`src/rtl/uart1_rx_pkg.sv`:
```
// Shared UART1 definitions: FSM states, default geometry and line levels.
// Imported by receiver-side RTL.
package uart1_rx_pkg;

  typedef enum logic [1:0] {
    IDLE,
    START,
    DATA,
    STOP
  } rx_state_e;

  localparam int DEF_CLKS_PER_BIT = 16;
  localparam int DEF_DATA_BITS    = 8;

  localparam logic BIT_START = 1'b0;
  localparam logic BIT_STOP  = 1'b1;
  localparam logic LINE_IDLE = 1'b1;

endpackage

```
`src/rtl/uart1_rx_if.sv`:
```
// Valid/ready byte port between the UART1 receiver and its consumer.
// master = receiver, slave = consumer.
interface uart1_rx_if #(
  parameter int DATA_BITS = 8
);

  logic [DATA_BITS-1:0] rx_data;
  logic                 rx_valid;
  logic                 rx_ready;

  modport master (
    output rx_data,
    output rx_valid,
    input  rx_ready
  );

  modport slave (
    input  rx_data,
    input  rx_valid,
    output rx_ready
  );

endinterface

```
`src/rtl/uart1_rx_sync.sv`:
```
// Serial line synchronizer plus registered falling-edge detect.
// Flops reset to the idle level so release never fakes a start bit.
module uart1_sync
  import uart1_rx_pkg::*;
#(
  parameter int SYNC_STAGES = 2
) (
  input  logic clk,
  input  logic rst,
  input  logic serial_in,
  output logic rxs,
  output logic fall
);

  logic [SYNC_STAGES-1:0] sync_q;
  logic                   prev_q;
  logic                   fall_q;

  always_ff @(posedge clk or negedge rst) begin
    if (!rst) begin
      sync_q <= {SYNC_STAGES{LINE_IDLE}};
      prev_q <= LINE_IDLE;
      fall_q <= 1'b0;
    end else begin
      sync_q <= {sync_q[SYNC_STAGES-2:0], serial_in};
      prev_q <= sync_q[SYNC_STAGES-1];
      fall_q <= ~sync_q[SYNC_STAGES-1] & prev_q;
    end
  end

  assign rxs  = sync_q[SYNC_STAGES-1];
  assign fall = fall_q;

endmodule

```
`src/rtl/uart1_rx.sv`:
```
// UART1 receiver: 8N1-style frame recovery with mid-bit sampling,
// valid/ready byte output, framing-error and overrun pulses.
module uart1_rx
  import uart1_rx_pkg::*;
#(
  parameter int CLKS_PER_BIT = DEF_CLKS_PER_BIT,
  parameter int DATA_BITS    = DEF_DATA_BITS,
  parameter int SYNC_STAGES  = 2
) (
  input  logic     clk,
  input  logic     rst,
  input  logic     serial_in,
  uart1_rx_if.master rx,
  output logic     frame_err,
  output logic     overrun,
  output logic     parallel_out_active
);

  localparam int CW = $clog2(CLKS_PER_BIT);
  localparam int BW = $clog2(DATA_BITS);

  localparam logic [CW-1:0] CNT_HALF = CW'(CLKS_PER_BIT / 2 - 1);
  localparam logic [CW-1:0] CNT_LAST = CW'(CLKS_PER_BIT - 1);
  localparam logic [BW-1:0] BIT_LAST = BW'(DATA_BITS - 1);

  logic rxs;
  logic fall;

  rx_state_e            state_q, state_d;
  logic [CW-1:0]        cnt_q, cnt_d;
  logic [BW-1:0]        bit_q, bit_d;
  logic [DATA_BITS-1:0] shift_q, shift_d;
  logic [DATA_BITS-1:0] data_q, data_d;
  logic                 valid_q, valid_d;
  logic                 ferr_q, ferr_d;
  logic                 ovr_q, ovr_d;

  uart1_sync #(
    .SYNC_STAGES(SYNC_STAGES)
  ) u_sync (
    .clk      (clk),
    .rst      (rst),
    .serial_in(serial_in),
    .rxs      (rxs),
    .fall     (fall)
  );

  always_ff @(posedge clk or negedge rst) begin
    if (!rst) begin
      state_q <= IDLE;
      cnt_q   <= '0;
      bit_q   <= '0;
      shift_q <= '0;
      data_q  <= '0;
      valid_q <= 1'b0;
      ferr_q  <= 1'b0;
      ovr_q   <= 1'b0;
    end else begin
      state_q <= state_d;
      cnt_q   <= cnt_d;
      bit_q   <= bit_d;
      shift_q <= shift_d;
      data_q  <= data_d;
      valid_q <= valid_d;
      ferr_q  <= ferr_d;
      ovr_q   <= ovr_d;
    end
  end

  always_comb begin
    state_d = state_q;
    cnt_d   = cnt_q;
    bit_d   = bit_q;
    shift_d = shift_q;
    data_d  = data_q;
    valid_d = valid_q & ~rx.rx_ready;
    ferr_d  = 1'b0;
    ovr_d   = 1'b0;

    unique case (state_q)
      IDLE: begin
        cnt_d = '0;
        if (fall) begin
          state_d = START;
        end
      end
      START: begin
        cnt_d = cnt_q + 1'b1;
        if (cnt_q == CNT_HALF) begin
          cnt_d   = '0;
          bit_d   = '0;
          state_d = (rxs == BIT_START) ? DATA : IDLE;
        end
      end
      DATA: begin
        cnt_d = cnt_q + 1'b1;
        if (cnt_q == CNT_LAST) begin
          cnt_d          = '0;
          shift_d[bit_q] = rxs;
          bit_d          = bit_q + 1'b1;
          if (bit_q == BIT_LAST) begin
            bit_d   = '0;
            state_d = STOP;
          end
        end
      end
      STOP: begin
        cnt_d = cnt_q + 1'b1;
        if (cnt_q == CNT_LAST) begin
          cnt_d   = '0;
          state_d = IDLE;
          // A held byte blocks the new one unless it is taken this edge
          if (rxs != BIT_STOP) begin
            ferr_d = 1'b1;
          end else if (!valid_q || rx.rx_ready) begin
            data_d  = shift_q;
            valid_d = 1'b1;
          end else begin
            ovr_d = 1'b1;
          end
        end
      end
      default: begin
        state_d = IDLE;
        cnt_d   = '0;
      end
    endcase
  end

  assign rx.rx_data          = data_q;
  assign rx.rx_valid         = valid_q;
  assign frame_err           = ferr_q;
  assign overrun             = ovr_q;
  assign parallel_out_active = (state_q != IDLE);

endmodule

```
`src/flat_wrapper.sv`:
```
// flat-port wrapper written by rule: the top's interface ports become plain ports
module uart1_rx_flat import uart1_rx_pkg::*;
#(
  parameter int CLKS_PER_BIT = DEF_CLKS_PER_BIT,
  parameter int DATA_BITS    = DEF_DATA_BITS,
  parameter int SYNC_STAGES  = 2
)
  (clk, rst, serial_in, frame_err, overrun, parallel_out_active, rx_rx_data, rx_rx_valid, rx_rx_ready);
  uart1_rx_if #(.DATA_BITS(DATA_BITS)) rx_i ();
  input  logic clk;
  input  logic rst;
  input  logic serial_in;
  output logic frame_err;
  output logic overrun;
  output logic parallel_out_active;
  output wire logic [$bits(rx_i.rx_data)-1:0] rx_rx_data;
  output wire logic [$bits(rx_i.rx_valid)-1:0] rx_rx_valid;
  input wire logic [$bits(rx_i.rx_ready)-1:0] rx_rx_ready;
  assign rx_rx_data = rx_i.rx_data;
  assign rx_rx_valid = rx_i.rx_valid;
  assign rx_i.rx_ready = rx_rx_ready;
  uart1_rx #(.CLKS_PER_BIT(CLKS_PER_BIT), .DATA_BITS(DATA_BITS), .SYNC_STAGES(SYNC_STAGES)) u_core (.clk(clk), .rst(rst), .serial_in(serial_in), .rx(rx_i), .frame_err(frame_err), .overrun(overrun), .parallel_out_active(parallel_out_active));
endmodule
```
`config.mk`:
```
export PLATFORM = sky130hd
export DESIGN_NAME = uart1_rx_flat
export DESIGN_NICKNAME = d
export VERILOG_FILES = /design/src/rtl/uart1_rx_pkg.sv /design/src/rtl/uart1_rx_if.sv /design/src/rtl/uart1_rx_sync.sv /design/src/rtl/uart1_rx.sv /design/src/flat_wrapper.sv
export SDC_FILE = /design/constraint.sdc
export NUM_CORES = 1
export LEC_CHECK = 0
export ABC_AREA = 1
export CAP_MARGIN = 20
export CORE_ASPECT_RATIO = 0.75
export CORE_MARGIN = 1.5
export CORE_UTILIZATION = 50
export DETAILED_ROUTE_END_ITERATION = 10
export PLACE_DENSITY = 0.78
export SYNTH_ARGS = -nofsm -noshare
export SYNTH_HDL_FRONTEND = slang
export SYNTH_SLANG_ARGS = --single-unit
```
`constraint.sdc`:
```
create_clock -name clk -period 1.4 [get_ports clk]
set_input_delay 0.21 -clock clk [delete_from_list [all_inputs] [get_ports clk]]
set_output_delay 0.21 -clock clk [all_outputs]
set_load 0.02 [all_outputs]
```
== Word level (Yosys, flattened, before mapping) ==
Cells that the tools add are included.

* Flip-flop bits (word level): 32
* Bits in latches: 0
* RAM bits: 0
* Memory bits (read-only): 0
* Input port bits: 4
* Output and inout port bits: 12
* Logic and storage cells: 69
* Memories: 0

* Add/subtract/negate cells: 2
* $mul: 0
* Div/mod/pow operators: 0
* Order comparisons: 2
* Equal/unequal tests: 11
* Shift operators: 0
* Muxes and demuxes: 28
* Bitwise gates (word level): 4
* Reduce and logical (&&, ||, !) cells: 11

{| class="wikitable"
|+ Operators by type and width
! operator !! count
|-
| two-way mux 1 bit || 12
|-
| two-way mux 2 bit || 6
|-
| one-hot mux 4 bit (3 select lines) || 1
|-
| two-way mux 3 bit || 3
|-
| bitwise mux 8 bit || 1
|-
| two-way mux 4 bit || 2
|-
| inequality test 2 x 1 -> 1 bit, second input constant || 4
|-
| one-hot mux 2 bit (4 select lines) || 1
|-
| one-hot mux 3 bit (2 select lines) || 1
|-
| AND reduction 5 bit || 1
|-
| adder 4 x 1 -> 4 bit, second input constant || 1
|-
| == test 2 bit, second input constant || 2
|-
| == test 4 x 3 -> 1 bit, second input constant || 1
|-
| == test 4 bit, second input constant || 1
|-
| less-than comparator 3 x 4 -> 1 bit, second input constant || 1
|-
| AND reduction 4 bit || 1
|-
| nonzero test 2 bit || 2
|-
| adder 3 x 1 -> 3 bit, second input constant || 1
|-
| demux 1 bit (select 3 bit) || 1
|-
| == test 3 bit, second input constant || 1
|-
| >= comparator 3 x 1 -> 1 bit, second input constant || 1
|-
| AND reduction 3 bit || 1
|-
| bitwise AND 1 bit || 2
|-
| == test 2 x 1 -> 1 bit, second input constant || 1
|-
| other kinds (8) || 9
|}

== Longest topological paths before layout ==
Gate-level depths: netlist of run 1.

* Word-level depth: 6
* Gate-level depth with buffers: 8
* Depth with buffers taken out: 8

== By module ==
A second synthesis of run 1 with hierarchy kept.

* Cells, all modules: 151
* Area total of the unflattened synthesis: 1365.1 um2

{| class="wikitable"
|+ Modules (own cells, without submodules)
! module !! times used !! cells each !! area each (um2) !! sequential area each (um2)
|-
| uart1_rx || 1 || 145 || 1251.2 || 700.7
|-
| uart1_sync || 1 || 6 || 113.9 || 103.8
|}

== Worst setup path before layout of run 1 ==
Ideal clock, no wire load.

* Kind: register to register
* From: register u_core.u_sync.sync_q[1]
* To: register u_core.data_q[4], in the netlist u_core.rx.rx_data[4]
* Setup time: 0.118 ns
* Arrival time: 1.148 ns
* Data required time: 1.282 ns
* Setup slack: 0.134 ns
* Stages on the path, launching flop included: 7
* Buffers on the path: 1
* Clock period less this slack: 1.266 ns
* Path through: dfstp_2 inv_2 nor2_2 nand3_4 buf_6 nand2_1 o21ai_2

* Word-level cells in the longest chain between the ends: 1

{| class="wikitable"
|+ Ends and longest elaborated chain
! what !! RTL line !! source
|-
| start, declared || uart1_rx_sync.sv:15 || <nowiki>logic [SYNC_STAGES-1:0] sync_q;</nowiki>
|-
| start signal, assigned || uart1_rx_sync.sv:21 || <nowiki>sync_q <= {SYNC_STAGES{LINE_IDLE}};</nowiki>
|-
| start signal, assigned || uart1_rx_sync.sv:25 || <nowiki>sync_q <= {sync_q[SYNC_STAGES-2:0], serial_in};</nowiki>
|-
| AND reduction 4 bit (no source line) || n/a ||
|-
| end signal, assigned || uart1_rx.sv:63 || <nowiki>data_q <= data_d;</nowiki>
|-
| end, declared || uart1_rx.sv:33 || <nowiki>logic [DATA_BITS-1:0] data_q, data_d;</nowiki>
|}

Every way passes these cells.
A chain may end at the register's enable or synchronous reset.

== Final worst setup path of run 1 ==
Same ends and word-level chain as after synthesis.

==> results of run 1 <==
-- critical path, delay by kind of cell (launching register included) --
kind	cells	cell delay (ps)
buffers and inverters	1	50
AND/OR/NAND/NOR	3	570
AO/OA/AOI/OAI	1	70
flip-flops	1	570
-- power breakdown --
group | switching [W] | internal [W] | leakage (nW)
Combinational | 0.000273 | 0.000193 | 0.436
Sequential | 0.0000690 | 0.00100 | 0.430
Clock | 0.000325 | 0.000527 | 0.0552
-- cells by family (layout without fill, tap and decap cells) --
family | after synthesis | after routing | synth area share
AO/OA/AOI/OAI | 23 | 23 | 0.103
XOR/XNOR | 1 | 1 | 0.00622
adder cells (fa/ha/maj) | 3 | 3 | 0.0266
buffers and inverters | 28 | 58 | 0.0808
flip-flops | 32 | 32 | 0.571
AND/OR/NAND/NOR | 65 | 65 | 0.212
-- synthesized netlist by cell type (all sizes together) --
master,n,share of area
nand2,42,0.12
dfrtp,29,0.52
inv,26,0.069
o21ai,21,0.096
nor2,15,0.052
nand3,6,0.034
dfstp,3,0.056
ha,3,0.027
a21oi,2,0.0071
nor3,2,0.0071
buf,1,0.0080
clkinv,1,0.0035
xor2,1,0.0062
-- state kept, by name (all words and copies together) (netlist names), named ones only --
signal                count
u_core.rx.rx_valid        1
u_core.overrun            1
u_core.u_sync.prev_q      1
u_core.bit_q              3
u_core.u_sync.fall        1
u_core.state_q            1
u_core.frame_err          1
u_core.shift_q            8
u_core.u_sync.sync_q      2
u_core.rx.rx_data         8
u_core.cnt_q              4
-- routing by layer --
metal / GRT usage / vias up / share of wire
met4: 0.0745 / 0 / 0.020
li1: - / 529 / -
met3: 0.0855 / 6 / 0.072
met5: 0 / - / 0
met1: 0.252 / 491 / 0.46
met2: 0.280 / 36 / 0.44
-- area by class of cell --
class,count,share of cell area
clock inverters,2,0.0198
well taps,36,0.0254
repair buffers,23,0.115
clock buffers,6,0.0410
flip-flops and latches,32,0.454
inverters,27,0.0579
multi-input cells,92,0.287
-- worst paths after layout --
kind,to,slack [ps],depth (start not counted)
setup / recovery,u_core.rx.rx_data[4],20,5
hold / removal,u_core.rx.rx_data[7],290,2
setup reg to reg,u_core.rx.rx_data[4],20,5
hold reg to reg,u_core.u_sync.sync_q[1],360,0
max in group asynchronous,u_core.u_sync.sync_q[0],870,2
min in group clk,u_core.u_sync.sync_q[0],330,1
-- through the flow --
stage / hold WS (ps) / setup slack, ps / setup TNS (ps)
after floorplan: -85.6 / 134 / 0
after global placement: 347 / 30.0 / 0
after detailed placement: 352 / -11.8 / -11.9
after CTS: 292 / -4.25 / -4.25
after global routing: 298 / -75.1 / -367
final: 289 / 23.7 / 0
-- timing repair --
| action | in CTS | in global routing |
|---|---|---|
| pin swaps | 0 | 1 |
| endpoints found under the setup margin | 13 | 22 |
| setup buffers | 0 | 2 |
| gates resized for setup | 14 | 7 |
| gates cloned | 0 | 0 |
==> results by group, run 1 <==
Status
  • Outcome: complete, no violations

Setup path
  • Crit path launch: u_core.u_sync.sync_q[1]
  • Critical-path cell list: inv_2, nor2_2, nand3_4, nand2_2, o21ai_2
  • Reg-to-Reg Start: u_core.u_sync.sync_q[1]
  • Required time of the critical path: 1570 ps
  • Slowest cell delay on critical path: 570 ps
  • Crit start category: flip-flop
  • Critical path arrival: 1550 ps
  • Crit path kind: reg2reg
  • Worst Setup End Kind: flip-flop
  • Worst path slowest cell: dfstp_2
  • Worst-path fanout max: 16

GRT
  • First-pass GRT wire length: 4400 um
  • Initial antenna violation count: 0
  • Pin count of the biggest net entering global routing: 33
  • Vias in the first global route: 956
  • Tot GR Track Use: 0.192
  • Total gr overflow: 0

Die
  • Die area: 0.00315 sq mm
  • Core area: 0.00264 sq mm
  • Cell Rows: 16
  • I/O pin cnt: 16
  • Die width: 64.3 um
  • Initial Util: 0.533
  • Die height: 49.0 um

Clock network
  • Clock sink total: 32
  • Clock Latency Late Sink: 280 ps
  • Num CTS Buffers: 5
  • Clock transition at path regs: 60 ps
  • Hold Buf Count CTS: 0
  • Clock Tree Buf Depth: 2
  • H-tree levels: 2
  • TritonCTS clock tree: built
  • Root buffer cell: clkbuf_8

Cells and area
  • Area Overhead vs Synth: 25.8%
  • # nets final: 188
  • Most frequent cells in the layout: nand2_1, dfrtp_1, inv_1, nor2_1, dlygate4sd2_1
  • Storage cell area: 805 sq um
  • Util after Layout: 0.670
  • Fraction of layout cells with a size suffix above 1: 0.214
  • Layout Cells excl Fill: 218
  • Design Area, Final: 0.00177 sq mm
  • Multi-input logic area: 508 sq um
  • Fillers: 198
  • Commonest non-fill, non-tap cell in the layout: nand2_1
  • Antenna cells: 0

Logic synthesis
  • Synth Register Bits: 32
  • Ys Warns: 0
  • Netlist Area Pre-Place: 0.00141 sq mm
  • Syn nets: 159
  • Synthesized instance count: 152
  • Avg Inst Size Synth: 9.27 sq um
  • Register area share after synthesis: 0.571
  • Post-synthesis cell type count: 22

Power and ir drop
  • LEAKAGE: 0.920 nW
  • P per Cell Area: 1350 mW/mm^2
  • Peak supply drop: 0.815 mV
  • Power, Total: 0.00239 W

Routing
  • DR pass1 iterations: 4
  • Drt total wl: 2650 um
  • Vias per cell: 4.87
  • Via Count: 1062
  • Detailed router's first-iteration violation count: 69
  • Routed Antenna Nets: 0
  • Residual DRC: 0
  • Wire per inst: 12.1 um

STA
  • Final setup fails: 0
  • Tmin final: 1380 ps
  • Post-Route Skew: 5.36 ps
  • F_max: 0.727 GHz
  • Period utilisation layout: 0.983
  • Slew Limit Fails: 0
  • Slew HR: 0.829
  • Final Hold Vio Count: 0
  • Unrepaired setup endpoints after global routing: true
  • Worst Max-Slew Pin Slew: 257 ps

Placed design
  • Hpwl dp: 1860 um
  • Port-buffer cells: 15
  • Placed cells: 208
  • Placed Area: 0.00165 sq mm
  • Placer Congestion: 0.893

Job
  • Max Cap Viol: 0

Worst hold path
  • Min-delay worst type: in2async
(Power assumes the default switching activity.)
==> run 2, diff against run 1 <==
--- a/config.mk
+++ b/config.mk
@@ -10,6 +10,7 @@
 export CORE_ASPECT_RATIO = 0.75
 export CORE_MARGIN = 1.5
 export CORE_UTILIZATION = 50
+export CTS_CLUSTER_SIZE = 16
 export DETAILED_ROUTE_END_ITERATION = 10
 export PLACE_DENSITY = 0.78
 export SYNTH_ARGS = -nofsm -noshare
==> results of run 2 <==
Final layout, timing and power as in run 1 (identical DEF).
==> patch: new RTL, config.mk and constraints of run 2 <==
Set the package constant `DEF_DATA_BITS` to 4 (it was 8).
--- a/src/rtl/uart1_rx_pkg.sv
+++ b/src/rtl/uart1_rx_pkg.sv
@@ -10,7 +10,7 @@
   } rx_state_e;
 
   localparam int DEF_CLKS_PER_BIT = 16;
-  localparam int DEF_DATA_BITS    = 8;
+  localparam int DEF_DATA_BITS    = 4;
 
   localparam logic BIT_START = 1'b0;
   localparam logic BIT_STOP  = 1'b1;
Interface: changed (resized rx_rx_data); port bits go from 16 to 12. No check against the original RTL was run, so the function may have changed too.
==> patch against run 2 <==
- wire length shrank 26%
- synthesized area decreased by 29%
- sequential power shrank 24%
- design area decreased by 30%
- combinational power shrank 7.1%
- synthesized cell count down 29%
- count of clock-buffer cells in the layout decreased by 3
- largest cell class unchanged
- first-iteration DRC count down 74%
- sequential cell count decreased by 9
- total power shrank 35%
- worst setup slack better by 0.042 ns
==> patch: results (changes against run 2) <==
* I/O Buffers: 11 (-4)
- The number of distinct library cells after synthesis was 15 (-32%).
* Total Nets Final: 141 (-25%)
- CTS Buf Count: 3 (-2)
* Path depth of the worst reg2reg path: 6 (+1)
- Static leakage: 0.659 nW (-28%)
* Mapped Nets: 117 (-26%)
- The filler cell count was 135 (-32%).
* Via count of the first global-routing pass: 679 (-29%)
- Run status: complete, no violations
- Rel. slew slack: 81.7% (-1.2 points)
* Largest cells by area after synthesis: dfrtp_1 (50%), nand2_1 (11%), dfstp_2 (7.9%)
- The flop-to-flop setup slack came to 0.07 ns (+0.04 ns).
- Post-synthesis sequential area ratio: 58.1% (+0.99 points)
- Most common library cells after synthesis: nand2_1 (29), dfrtp_1 (20), inv_1 (15)
- The tree is rooted in a clkbuf_4.
* Avg Synthesized Cell Area: 9.23 µm² (-0.38%)
* Fraction of layout cells with a size suffix above 1: 18.3% (-3.1 points)
- The clock latency on the worst-skew pair is 0.31 ns (+0.03 ns).
* Dpl hpwl: 1360 µm (-27%)
- Final setup skew: 0.00280 ns (-0.00256 ns)
- The placer's final routability congestion estimate is 0.862 (-3.5%).
- Worst setup slack after layout: 0.0661 ns (+0.0424 ns)
- The wire length of the first global-routing pass is 3150 µm (-28%).
- The via count is 780 (-27%).
- IR drop worst, VDD: 0.791 mV (-2.9%)
- The switching share of total power is 33.1% (+5.2 points).
- Endpoint of the most critical register-to-register path: u_core.rx.rx_data[0]
- The count of routing violations after the opening detailed-route iteration is 18 (-74%).
- Global-route usage over all layers: 19.8% (+0.61 points)
* Clock edge transition at the registers on the reported setup and hold paths: 0.12 ns (+0.06 ns)
- Post-DR wirelength/cell: 12.8 µm (+5.5%)
- Largest fanout of any net on the critical path: 5 (-11)
* Number of non-filler instances in the completed layout: 153 (-30%)
patch: power groups by stage:
stage	registers, mW	clock network (mW)	logic [mW]
6_report	0.810	0.306	0.432
5_1_grt	0.818	0.354	0.499
4_1_cts	0.791	0.319	0.416
3_5_place_dp	0.799	0	0.391
3_3_place_gp	0.797	0	0.383
2_1_floorplan	0.801	0	0.230
patch: final cells by class:
type / count / area [µm²] / area share (%)
sequential: 23 / 579 / 46.8
multi-input combinational: 70 / 392 / 31.6
timing repair buffer: 19 / 156 / 12.6
inverter: 15 / 56.3 / 4.55
tap: 22 / 27.5 / 2.22
clock buffer: 3 / 22.5 / 1.82
clock inverter: 1 / 5.00 / 0.404
patch: through the flow:
step / cell area, µm² / util (%) / hold WS (ns) / setup TNS [ns]
6_report: 1240 / 68.6 / 0.227 / 0
5_1_grt: 1240 / 68.6 / 0.252 / -0.0545
4_1_cts: 1210 / 67.0 / 0.230 / 0
3_5_place_dp: 1170 / 64.9 / 0.354 / 0
3_3_place_gp: 1170 / 64.9 / 0.350 / 0
2_1_floorplan: 997 / - / -0.0856 / 0
patch: repair_timing:
| action | in CTS | in global routing |
|---|---|---|
| gates resized for setup | 12 | 6 |
| pin swaps | 1 | 2 |
| setup buffers | 1 | 2 |
| endpoints found under the setup margin | 9 | 9 |
patch: kinds of logic after synthesis:
family / count (synthesis) / share of synthesized area (%)
adders and majority gates: 5 / 6.27
and+or+nand+nor: 54 / 24.5
buffers and inverters: 15 / 5.65
AOI/OAI and AO/OA: 11 / 5.52
DFF: 23 / 58.1
patch: per-layer routing:
metal  GRT usage (%)  vias up  wire, µm  part of all wire [%]
met2            29.6       21       952                    49
met3            7.55        4        93                   4.7
li1                -      384         -                     -
met1            26.4      371       894                    46
met4            6.00        0        21                   1.1
met5               0        -         0                     0
patch: worst max path at each step:
| stage | slack (ns) | cells past startpoint | end | startpoint |
|---|---|---|---|---|
| 2_1_floorplan | 0.19 | 6 | u_core.rx.rx_data[0] | u_core.cnt_q[0] |
| 3_3_place_gp | 0.09 | 7 | u_core.bit_q[1] | u_core.cnt_q[0] |
| 3_5_place_dp | 0.04 | 6 | u_core.rx.rx_data[2] | u_core.cnt_q[0] |
| 4_1_cts | 0.003 | 3 | parallel_out_active | register |
| 5_1_grt | -0.02 | 6 | u_core.rx.rx_data[1] | u_core.cnt_q[0] |
| 6_report | 0.07 | 6 | u_core.rx.rx_data[0] | u_core.cnt_q[0] |
patch: worst max-delay path, stage by stage, from the launching register on:
cell and delay (ns):
dfrtp_1 0.43, ha_4 0.18, nand3_4 0.12, nor3_4 0.22
buf_4 0.16, nand3_1 0.07, nand2_1 0.09
